==> src/rtl/tia_horizontal_decode.sv <==
// Horizontal line-timing decode of the TIA LFSR count: HSYNC, HBLANK, colour burst,
// HMOVE late-blank extension and the WSYNC RDY latch. Optional centre pulse: TIA_HDECODE_CNT_EN.
module tia_horizontal_decode #(
  parameter logic [5:0] SHS_VAL  = 6'b111100,
  parameter logic [5:0] RHS_VAL  = 6'b110111,
  parameter logic [5:0] RCB_VAL  = 6'b001111,
  parameter logic [5:0] RHB_VAL  = 6'b011100,
  parameter logic [5:0] LRHB_VAL = 6'b010111
`ifdef TIA_HDECODE_CNT_EN
  , parameter logic [5:0] CNT_VAL = 6'b101100
`endif
) (
  input  logic       clk,
  input  logic       resl,
  input  logic       cnt_en,
  input  logic [5:0] lfsr,
  input  logic       shb,
  input  logic       hmove,
  input  logic       wsync,
  output logic       hsync,
  output logic       hblank,
  output logic       cburst,
  output logic       hmove_ext,
  output logic       rdy
`ifdef TIA_HDECODE_CNT_EN
  , output logic     cnt
`endif
);

  logic hsync_q, hsync_d;
  logic hblank_q, hblank_d;
  logic cburst_q, cburst_d;
  logic hmove_ext_q, hmove_ext_d;
  logic pending_q, pending_d;
  logic rdy_q, rdy_d;

  always_comb begin
    // NOTE: every next-state signal defaults to its current value first, so no path
    // through the if/case tree leaves it unassigned and no latch is inferred.
    hsync_d     = hsync_q;
    hblank_d    = hblank_q;
    cburst_d    = cburst_q;
    hmove_ext_d = hmove_ext_q;
    pending_d   = pending_q;
    rdy_d       = rdy_q;

    if (hmove) pending_d = 1'b1;
    if (wsync) rdy_d = 1'b0;

    if (cnt_en) begin
      if (shb) begin
        // Line wrap overrides any count match and any coincident WSYNC.
        hblank_d = 1'b1;
        rdy_d    = 1'b1;
        if (pending_q || hmove) begin
          hmove_ext_d = 1'b1;
          pending_d   = 1'b0;
        end else begin
          hmove_ext_d = 1'b0;
        end
      end else begin
        unique case (lfsr)
          SHS_VAL: hsync_d = 1'b1;
          RHS_VAL: begin
            hsync_d  = 1'b0;
            cburst_d = 1'b1;
          end
          RCB_VAL:  cburst_d = 1'b0;
          RHB_VAL:  if (!hmove_ext_q) hblank_d = 1'b0;
          LRHB_VAL: if (hmove_ext_q) hblank_d = 1'b0;
          default: ;
        endcase
      end
    end
  end

  // NOTE: state flops use non-blocking assignments so every flop samples the
  // pre-edge values of its peers, independent of statement order.
  always_ff @(posedge clk or negedge resl) begin
    if (!resl) begin
      hsync_q     <= 1'b0;
      hblank_q    <= 1'b1;
      cburst_q    <= 1'b0;
      hmove_ext_q <= 1'b0;
      pending_q   <= 1'b0;
      rdy_q       <= 1'b1;
    end else begin
      hsync_q     <= hsync_d;
      hblank_q    <= hblank_d;
      cburst_q    <= cburst_d;
      hmove_ext_q <= hmove_ext_d;
      pending_q   <= pending_d;
      rdy_q       <= rdy_d;
    end
  end

  assign hsync     = hsync_q;
  assign hblank    = hblank_q;
  assign cburst    = cburst_q;
  assign hmove_ext = hmove_ext_q;
  assign rdy       = rdy_q;

`ifdef TIA_HDECODE_CNT_EN
  logic cnt_q, cnt_d;

  always_comb begin
    cnt_d = cnt_en && !shb && (lfsr == CNT_VAL);
  end

  always_ff @(posedge clk or negedge resl) begin
    if (!resl) cnt_q <= 1'b0;
    else       cnt_q <= cnt_d;
  end

  assign cnt = cnt_q;
`endif

endmodule

==> config.mk <==
export PLATFORM = sky130hd
export DESIGN_NAME = tia_horizontal_decode
export DESIGN_NICKNAME = d
export VERILOG_FILES = /design/src/rtl/tia_horizontal_decode.sv
export SDC_FILE = /design/constraint.sdc
export NUM_CORES = 1
export LEC_CHECK = 0
export CORE_AREA = 4 4 41 43
export DETAILED_ROUTE_END_ITERATION = 8
export DIE_AREA = 0 0 45 47
export PLACE_DENSITY = 0.58
export REMOVE_ABC_BUFFERS = 1
export SLEW_MARGIN = 10
export SYNTH_ARGS = -nofsm -noshare
export SYNTH_HDL_FRONTEND = slang
export SYNTH_SLANG_ARGS = --single-unit
==> constraint.sdc <==
create_clock -name clk -period 1.4 [get_ports clk]
set_input_delay 0.21 -clock clk [delete_from_list [all_inputs] [get_ports clk]]
set_output_delay 0.21 -clock clk [all_outputs]
set_load 0.05 [all_outputs]
* After elaboration in Yosys (flattened, before gate mapping) *
Index checks and enable logic that the tools add are counted.

cells by class
  add/sub/neg operators = 0
  multipliers = 0
  div/mod/pow operators = 0
  magnitude comparators = 0
  eq/ne operators = 7
  shift operators = 0
  muxes and demuxes = 14
  bitwise operators = 1
  reduce and logical (&&, ||, !) cells = 8

operator list
  operator              count
  $eq A6 B5 Y1 const B  2
  $eq A6 B6 Y1 const B  2
  $mux W1               11
  $eq A6 B4 Y1 const B  1
  $ne A3 B3 Y1 const B  2
  $pmux W1 S2           3
  $reduce_and A3 Y1     2
  $reduce_and A4 Y1     1
  $reduce_bool A2 Y1    2
  $reduce_bool A3 Y1    1
  $reduce_and A2 Y1     1
  $logic_or A1 B1 Y1    1
  $not A1 Y1            1

word-level totals
  register bits = 6
  bits in latches = 0
  memory bits (writable) = 0
  ROM bits = 0
  bits of input ports = 12
  output and inout port bits = 5
  word-level logic and storage cells = 36
  memories kept = 0

* Logic depth before layout (Yosys ltp) *
Gate-level depths: netlist (run 1).

  word-level depth = 4
  mapped depth = 3
  depth with buffers taken out = 3

* Worst setup path after synthesis (run 1) *
OpenSTA, ideal clock, no wires.

  path type = register to register
  start point = register hmove_ext_q, in the netlist hmove_ext
  end point = register hblank_q, in the netlist hblank
  data arrival time = 1.259 ns
  required time = 1.306 ns
  slack = 0.047 ns
  cell stages (with the launch flop) = 4
  path buffers = 0
  cells stage by stage = dfrtp_1 -> or4b_1 -> o21ai_1 -> a41oi_1

on the way
  word-level cells in the longest chain between the ends = 2
  elaborated cells between the ends (all ways) = 3

ends and longest elaborated chain
  element                               line  RTL
  start: declaration                    33    logic hmove_ext_q, hmove_ext_d;
  start signal: assignment              91    hmove_ext_q <= hmove_ext_d;
  $ne A3 B3 Y1 (no source line)         n/a
  $reduce_and A4 Y1 (no source line) *  n/a
  end signal: assignment                89    hblank_q <= hblank_d;
  end: declaration                      31    logic hblank_q, hblank_d;

Every way passes the cells marked *; elsewhere a longest branch is shown, timed or not.
A chain may end at the register's enable or synchronous reset.

* Final worst setup path (run 1) *
  start point = input port lfsr[1]
  end point = register hblank_q, in the netlist hblank

on the way
  word-level cells in the longest chain between the ends = 3
  elaborated cells between the ends (all ways) = 8

ends and longest elaborated chain
  element                                                        line  RTL
  start: declaration                                             16    input logic [5:0] lfsr,
  $eq A6 B5 Y1                                                   62    unique case (lfsr)
  $ne A3 B3 Y1 (no source line), or another cell as far along    n/a
  $reduce_and A4 Y1 (no source line) or $mux W1 (tied branches)  n/a

Several ways; a longest one is shown, not always the timed one.

==> results.md, run 1 <==
* Status: finished, final reports clean
* CTS tree: yes
* Multiplexer share of the synthesized area at 0%
* PortBufs at 16
* Antenna cells at 0
* CTS Sinks at 6
* Core box area at ~1300 um2
* Initial DRT Pass Iterations at 4
* Area share of the largest cell type after synthesis at a little over a third
* Max Transition Viols Final at 0
* Die area at between 2000 and 2500 um2
* Netlist cell types at 17
* Worst Skew at between 0.0007 and 0.0008 ns
* Antenna violations before repair at 0
* Post-detail-place hpwl at between 600 and 700 um
* H-tree levels at 1
* Final RePlAce weighted congestion at 0.679
* PnR worst setup slack at 0.121 ns
* Root Buffer: clkbuf_4
* Reg-to-Reg End: hblank
* Vias in the first global route at 303
* Total global routing overflow at 0
* Area Growth Syn to Fin at 93.8%
* Initial Util at about 22%
* Syn_area_per_cell at 10.1 um2
* Pre-CTS WS at -0.128 ns
* Total Power at 0.519 mW
* Rel. slew slack at a little over 80%
* Cell taking the most area after synthesis: dfrtp_1
* Reg-to-Reg Start: hmove_ext
* Post-synthesis instance total at 28
* Met1 GRT Util at 9.51%
* Post-Synth XOR/XNOR Area at 0%
* Setup TNS at 0 ns
* Post-synthesis compound-gate area fraction at 21.1%
* Cell area after synthesis at ~280 um2
* Post-cts sizing count at 0
* Adder-cell share of the synthesized area at 0%
* Num CTS Buffers at 3
* Worst vdd ir at 0.469 mV
* Clk_lat worst skew at roughly 0.24 ns
* DP Area at between 500 and 600 um2
* CP Class: in2reg
* Min-delay worst type: in2async
* Tmin final at 1.28 ns
* Register area share after synthesis at 53.7%
* Drt first-iter violations at 3
* Antenna viol nets, final at 0
* DR DRC count at 0
* Via count of the routed design at slightly above 300
* Gr usage total at 8.67%
* DR WL/cell at 11.3 um
* Critical path peak fanout at 3
* Reg2Reg Setup Slack at 0.16 ns
* Largest net degree at the start of global routing at 7
* Busiest grt layer: met2
* Number of setup violations in the final report at 0
* Leakage at 0.230 nW
* Clock-pin slew on the worst setup and hold paths at 0.04 ns
* Nets at 63
* Fmax at 782 MHz
* Worst slew pin tran at about 0.27 ns
* Crit share post-route at about nine tenths
* Synthesis-stage register bit count at 6
* Yosys Warn Count at 0
* Share of cells above drive strength 1 at 24.5%
* Design area at 551 um2
* Post-CTS Hold Buffers at 0
* Hold Vio Cnt, Final at 0
* CP startpoint kind: primary input
* WP data required at 1.55 ns
* Simple-gate share of the synthesized area at 23.8%
* Routed WL at slightly above 700 um
* Pwr dens at 943 nW/um2
* Postcts setup bufs at 0
* Row count at 13
* Die height at 47 um
* # fillers at 141
* Reg2reg path depth at 3
* First-pass GRT wire length at 1.21 mm
* GR Layer Usage met2 at 11.0%
* Met3 usage at under 10%
* Clk buf depth at 2
* Worst EP arrival at 1.42 ns
* # Max-Cap Violations at 0
* # IOs at 17
* Largest family of logic cells by synthesized area: simple AND/OR/NAND/NOR gates
* Crit end category: register
* Top cells by area, synth: dfrtp_1, dfstp_2, nand2_1
* Die Wd at 45 um
* RSZ-0062 raised after global routing: no
* Via/cell ratio at ~4.8
[worst max-delay path, stage by stage]
cell and delay (ns):
clkdlybuf4s50_1 0.44, or4b_1 0.53, o21ai_1 0.10, a41oi_1 0.14
[sequential cells by signal, summed over array words and instances (netlist names)]
name / count
rdy: 1
cburst: 1
hblank: 1
hmove_ext: 1
hsync: 1
pending_q: 1
[where the power goes]
group / switching (mW) / total [mW] / internal, mW
clock: 0.0564 / 0.153 / 0.0965
sequential: 0.0154 / 0.207 / 0.191
combinational: 0.0735 / 0.159 / 0.0858
total: 0.145 / 0.519 / 0.374
[layout make-up]
| type | count | area (um2) | share of cell area, % |
|---|---|---|---|
| Clock buffer | 3 | 22.5 | 4.09 |
| Inverter | 1 | 3.75 | 0.682 |
| Multi-Input combinational cell | 21 | 128 | 23.2 |
| Sequential cell | 6 | 153 | 27.7 |
| Tap cell | 15 | 18.8 | 3.41 |
| Timing Repair Buffer | 18 | 225 | 40.9 |
[synthesized netlist by cell type]
library cell / number
nor4b_1: 1
dfrtp_1: 4
a2bb2oi_1: 1
inv_1: 1
o21ai_0: 2
o21ai_1: 1
o31a_1: 1
o22a_1: 1
nand2_1: 4
nand3b_1: 1
nor4_1: 2
nand2b_1: 1
or4b_1: 1
a41oi_1: 1
a21oi_1: 2
dfstp_2: 2
nor2_1: 2
[layout by cell type, fill, tap and decap left out, types with 2 or more instances in the layout]
cell,netlist,routed
dfstp_2,2,2
nor4_1,2,2
clkbuf_4,0,3
buf_12,0,5
o21ai_0,2,2
nand2_1,4,4
clkdlybuf4s50_1,0,11
nor2_1,2,2
dfrtp_1,4,4
buf_4,0,2
a21oi_1,2,2
[cell families (layout without fill, tap and decap cells)]
| family | after synthesis | count (layout) |
|---|---|---|
| AND/OR/NAND/NOR | 12 | 12 |
| AO/OA/AOI/OAI | 9 | 9 |
| flip-flops | 6 | 6 |
| buffers and inverters | 1 | 22 |
[stage by stage]
step	instances	util (%)	hold slack (ns)
floorplan	28	-	-0.0856
global placement	61	40.6	0.471
detailed placement	61	40.6	0.472
CTS	64	42.3	0.211
global route	64	42.3	0.210
finish	64	42.3	0.209
[worst max-delay path by stage]
stage	from	to	slack [ns]
5_1_grt	lfsr[1]	hblank	0.03
2_1_floorplan	hmove_ext	hblank	0.05
4_1_cts	lfsr[1]	hblank	0.12
3_5_place_dp	lfsr[1]	hblank	-0.13
6_report	lfsr[1]	hblank	0.12
3_3_place_gp	lfsr[1]	hblank	-0.13
[metal layers]
metal,part of all wire [%],vias to the layer above
li1,-,151
met1,45,136
met2,38,15
met3,13,4
met4,3.7,0
met5,0,-
Note: power is estimated with default switching activity, not from simulation.
==> run 2, diff against run 1 <==
- CTS_BUF_LIST: unset -> sky130_fd_sc_hd__clkbuf_8
==> results.md, run 2 (synthesis results as in run 1) <==
* Worst setup path start: lfsr[1]
* Reg2reg path depth at 3
* Hold Vio Cnt, Final at 0
* Drt first-iter violations at 3
* First-pass GRT wire length at ~1.2 mm
* Initial DRT Pass Iterations at 4
* Antenna viol nets, final at 0
* Worst slew pin tran at between 0.2 and 0.3 ns
* Nets at 63
* Row count at 13
* Crit share post-route at 92.8%
* Non-filler cells, final at 64
* Leakage at 0.238 nW
* RSZ-0062 raised after global routing: no
* Number of setup violations in the final report at 0
* Status: finished, final reports clean
* Total global routing overflow at 0
* Worst EP arrival at approximately 1.4 ns
* Critical path peak fanout at 3
* Num CTS Buffers at 3
* Worst Skew at 0.000259 ns
* Clk buf depth at 2
* H-tree levels at 1
* Routed WL at 738 um
* Max Transition Viols Final at 0
* Die height at 47 um
* Die Wd at between 40 and 50 um
* Crit end category: register
* Worst vdd ir at between 0.5 and 0.6 mV
* CP Class: in2reg
* Core box area at 1300 um2
* Reg2Reg Setup Slack at ~0.16 ns
* Gr usage total at 8.43%
* Initial Util at 21.8%
* Final RePlAce weighted congestion at 0.679
* CP Capture Point: hblank
* Postcts setup bufs at 0
* WP data required at 1.53 ns
* Pwr dens at 1090 nW/um2
* CTS tree: yes
* Fmax at 769 MHz
* Post-cts sizing count at 0
* Clk_lat worst skew at 0.22 ns
* Vias in the first global route at 300
* Min-delay worst type: in2async
* Via/cell ratio at 4.70
* Share of cells above drive strength 1 at 24.5%
* PortBufs at 16
* Placed cells at 61
* Area Growth Syn to Fin at 100%
* Reg-to-Reg Start: hmove_ext
* Antenna cells at 0
* Via count of the routed design at 301
* CTS Sinks at 6
* Largest net degree at the start of global routing at 7
* Clock-pin slew on the worst setup and hold paths at 0.03 ns
* Commonest non-fill, non-tap cell in the layout: clkdlybuf4s50_1
* Post-CTS Hold Buffers at 0
* # Max-Cap Violations at 0
* Die area at 2120 um2
* # IOs at 17
* DR DRC count at 0
* CP startpoint kind: primary input
* Antenna violations before repair at 0
* Post-detail-place hpwl at roughly 610 um
* Util after Layout at 43.8%
* Commonest non-fill, non-tap cells in the layout: clkdlybuf4s50_1, buf_12, nand2_1, dfrtp_1, clkbuf_8
* Reg-to-Reg End: hblank
* Root Buffer: clkbuf_8
* DR WL/cell at 11.5 um
* Rel. slew slack at 82.0%
* Tmin final at 1.30 ns
==> run 2: cell count changes in the layout (fill, tap and decap cells not counted) <==
cell	delta
clkbuf_4	-3
clkbuf_8	+3
==> run 2: through the flow <==
stage / instance area [um2] / TNS [ns] / worst slack, ns / hold WS (ns) / total power, mW
after floorplan: 284 / 0 / 0.0471 / -0.0856 / 0.265
after global placement: 528 / -0.203 / -0.125 / 0.471 / 0.370
after detailed placement: 528 / -0.205 / -0.128 / 0.472 / 0.370
after CTS: 569 / 0 / 0.0937 / 0.235 / 0.633
after global routing: 569 / 0 / 0.00130 / 0.244 / 0.649
final: 569 / 0 / 0.100 / 0.231 / 0.620
==> run 2: how the worst min path moves through the flow <==
stage          startpoint   endpoint  slack, ns
6_report             resl     cburst       0.23
3_3_place_gp         resl     cburst       0.47
4_1_cts              resl  hmove_ext       0.24
5_1_grt              resl  hmove_ext       0.24
3_5_place_dp         resl     cburst       0.47
2_1_floorplan        resl     cburst      -0.09
==> run 2: cell type report <==
cell class                      instances  area [um2]
Fill cell                             138         732
Timing Repair Buffer                   18         225
Sequential cell                         6         153
Multi-Input combinational cell         21         128
Clock buffer                            3        41.3
Tap cell                               15        18.8
Inverter                                1        3.75
==> run 2: where the power goes <==
group / internal [mW] / total (mW) / switching (mW)
registers: 0.192 / 0.207 / 0.0154
logic: 0.0858 / 0.159 / 0.0736
clock network: 0.184 / 0.253 / 0.0690
total: 0.462 / 0.620 / 0.158
==> run 2: metal layers <==
metal  track usage, %  vias to the layer above  share of wire (%)
li1                 -                      150                  -
met1             9.51                      133                 44
met2             11.0                       16                 38
met3             4.21                        2                 15
met4             8.77                        0                3.4
met5                0                        -                  0
==> run 2: critical path: stages <==
cell             delay (ns)
clkdlybuf4s50_1        0.44
or4b_1                 0.53
o21ai_1                0.10
a41oi_1                0.14
==> run 3, diff against run 2 <==
- SETUP_SLACK_MARGIN: unset -> 0.3
==> results.md, run 3 (synthesis results as in run 1) <==
* Max Transition Viols Final at 0
* DR DRC count at 0
* Critical path peak fanout at 2
* Gate power share at 27.1%
* Total Power at 0.625 mW
* Die height at 47 um
* # fillers at 144
* Worst slew pin tran at around 0.27 ns
* Rel. slew slack at between 80 and 90%
* # Max-Cap Violations at 0
* Hold Slack at 0.231 ns
* Via/cell ratio at between 4 and 5
* Min-delay worst type: in2async
* Hold Vio Cnt, Final at 0
* PortBufs at 16
* NetSw at 0.163 mW
* Core box area at 1300 um2
* Num CTS Buffers at 3
* Clock Power Share at 40.5%
* Root Buffer: clkbuf_8
* Drt first-iter violations at 3
* WP data required at 1.53 ns
* Cells along the critical path: or4b_4, o21ai_2, a41oi_2
* Pre-CTS WS at -0.128 ns
* Worst EP arrival at 1.26 ns
* Vias in the first global route at a little over 300
* CP startpoint kind: register
* Switching share of total power at 26.1%
* Clock-pin slew on the worst setup and hold paths at approximately 0.03 ns
* Routed WL at 764 um
* Die Wd at 45 um
* Nets at 64
* Row count at 13
* Cell Int Power at approximately 0.46 mW
* First-pass GRT wire length at about 1.2 mm
* Clk buf depth at 2
* H-tree levels at 1
* Crit end category: register
* DR WL/cell at 11.8 um
* Sequential share of power at 32.5%
* Die area at 2120 um2
* RSZ-0062 raised after global routing: yes
* Commonest non-fill, non-tap cell in the layout: dlygate4sd2_1
* Initial Util at 21.8%
* Commonest non-fill, non-tap cells in the layout: dlygate4sd2_1, buf_12, dfrtp_1, clkdlybuf4s50_1
* Final RePlAce weighted congestion at 0.679
* Clk_lat worst skew at 0.22 ns
* Worst Skew at 0.000311 ns
* Slowest stage delay, CP at ~0.48 ns
* Leakage at 0.256 nW
* Antenna viol nets, final at 0
* Tmin final at 1.13 ns
* Status: finished, final reports clean
* Antenna violations before repair at 0
* Area Growth Syn to Fin at 107%
* Gr usage total at under 10%
* CTS tree: yes
* Fmax at 885 MHz
* Initial DRT Pass Iterations at 3
* Setup TNS at 0 ns
* Post-detail-place hpwl at 610 um
* Largest net degree at the start of global routing at 7
* CP max stage cell: or4b_4
* CTS Sinks at 6
* Antenna cells at 0
* Number of setup violations in the final report at 0
* # IOs at 17
* Total global routing overflow at 0
* Via count of the routed design at approximately 300
* Share of cells above drive strength 1 at 34.0%
* Worst vdd ir at 0.510 mV
* Pwr dens at 1070 nW/um2
* Crit share post-route at between 80% and 90%
* PnR worst setup slack at 0.269 ns
* CP Class: reg2reg
## run 3: metrics by stage
step	instance area, um2	instances	util [%]
floorplan	284	28	-
global placement	528	61	40.6
detailed placement	528	61	40.6
CTS	578	65	44.4
global route	587	65	45.1
finish	587	65	45.1
## run 3: timing repair
item	in CTS	in global routing
setup endpoints to repair	5	5
pin swaps	3	0
setup buffers	1	0
hold buffers	0	0
gates resized for setup	9	3
## run 3: critical path, delay by kind of cell, from the launching register on
| kind | cells | cell delay, ns |
|---|---|---|
| compound gates | 2 | 0.18 |
| flops | 1 | 0.38 |
| simple gates | 1 | 0.48 |
## run 3: layer usage
| metal | vias to the layer above | routed length [um] | track usage, % |
|---|---|---|---|
| met2 | 16 | 296 | 11.6 |
| met3 | 2 | 110 | 4.21 |
| met1 | 132 | 330 | 9.74 |
| met5 | - | 0 | 0 |
| met4 | 0 | 25 | 8.77 |
| li1 | 151 | - | - |
## run 3: layout make-up
class | count | area (um2) | area share (%)
clock buffers | 3 | 41.3 | 7.04
inverters | 1 | 3.75 | 0.640
multi-input cells | 21 | 145 | 24.7
flip-flops and latches | 6 | 153 | 26.0
well taps | 15 | 18.8 | 3.20
repair buffers | 19 | 225 | 38.4
## run 3: worst paths after layout
| check | start | end | slack [ns] | depth (start not counted) |
|---|---|---|---|---|
| max in group asynchronous | resl | rdy | 0.90 | 1 |
| hold / removal | resl | cburst | 0.23 | 1 |
| min in group clk | shb | pending_q | 0.37 | 2 |
| setup / recovery | hmove_ext | hblank | 0.27 | 3 |
| setup reg to reg | hmove_ext | hblank | 0.27 | 3 |
| hold reg to reg | rdy | rdy | 0.50 | 2 |
## run 3: power by group through the flow
stage | sequential [mW] | combinational [mW] | clock [mW]
6_report | 0.203 | 0.169 | 0.253
5_1_grt | 0.204 | 0.180 | 0.271
4_1_cts | 0.203 | 0.167 | 0.265
3_5_place_dp | 0.209 | 0.161 | 0
3_3_place_gp | 0.209 | 0.161 | 0
2_1_floorplan | 0.243 | 0.0220 | 0
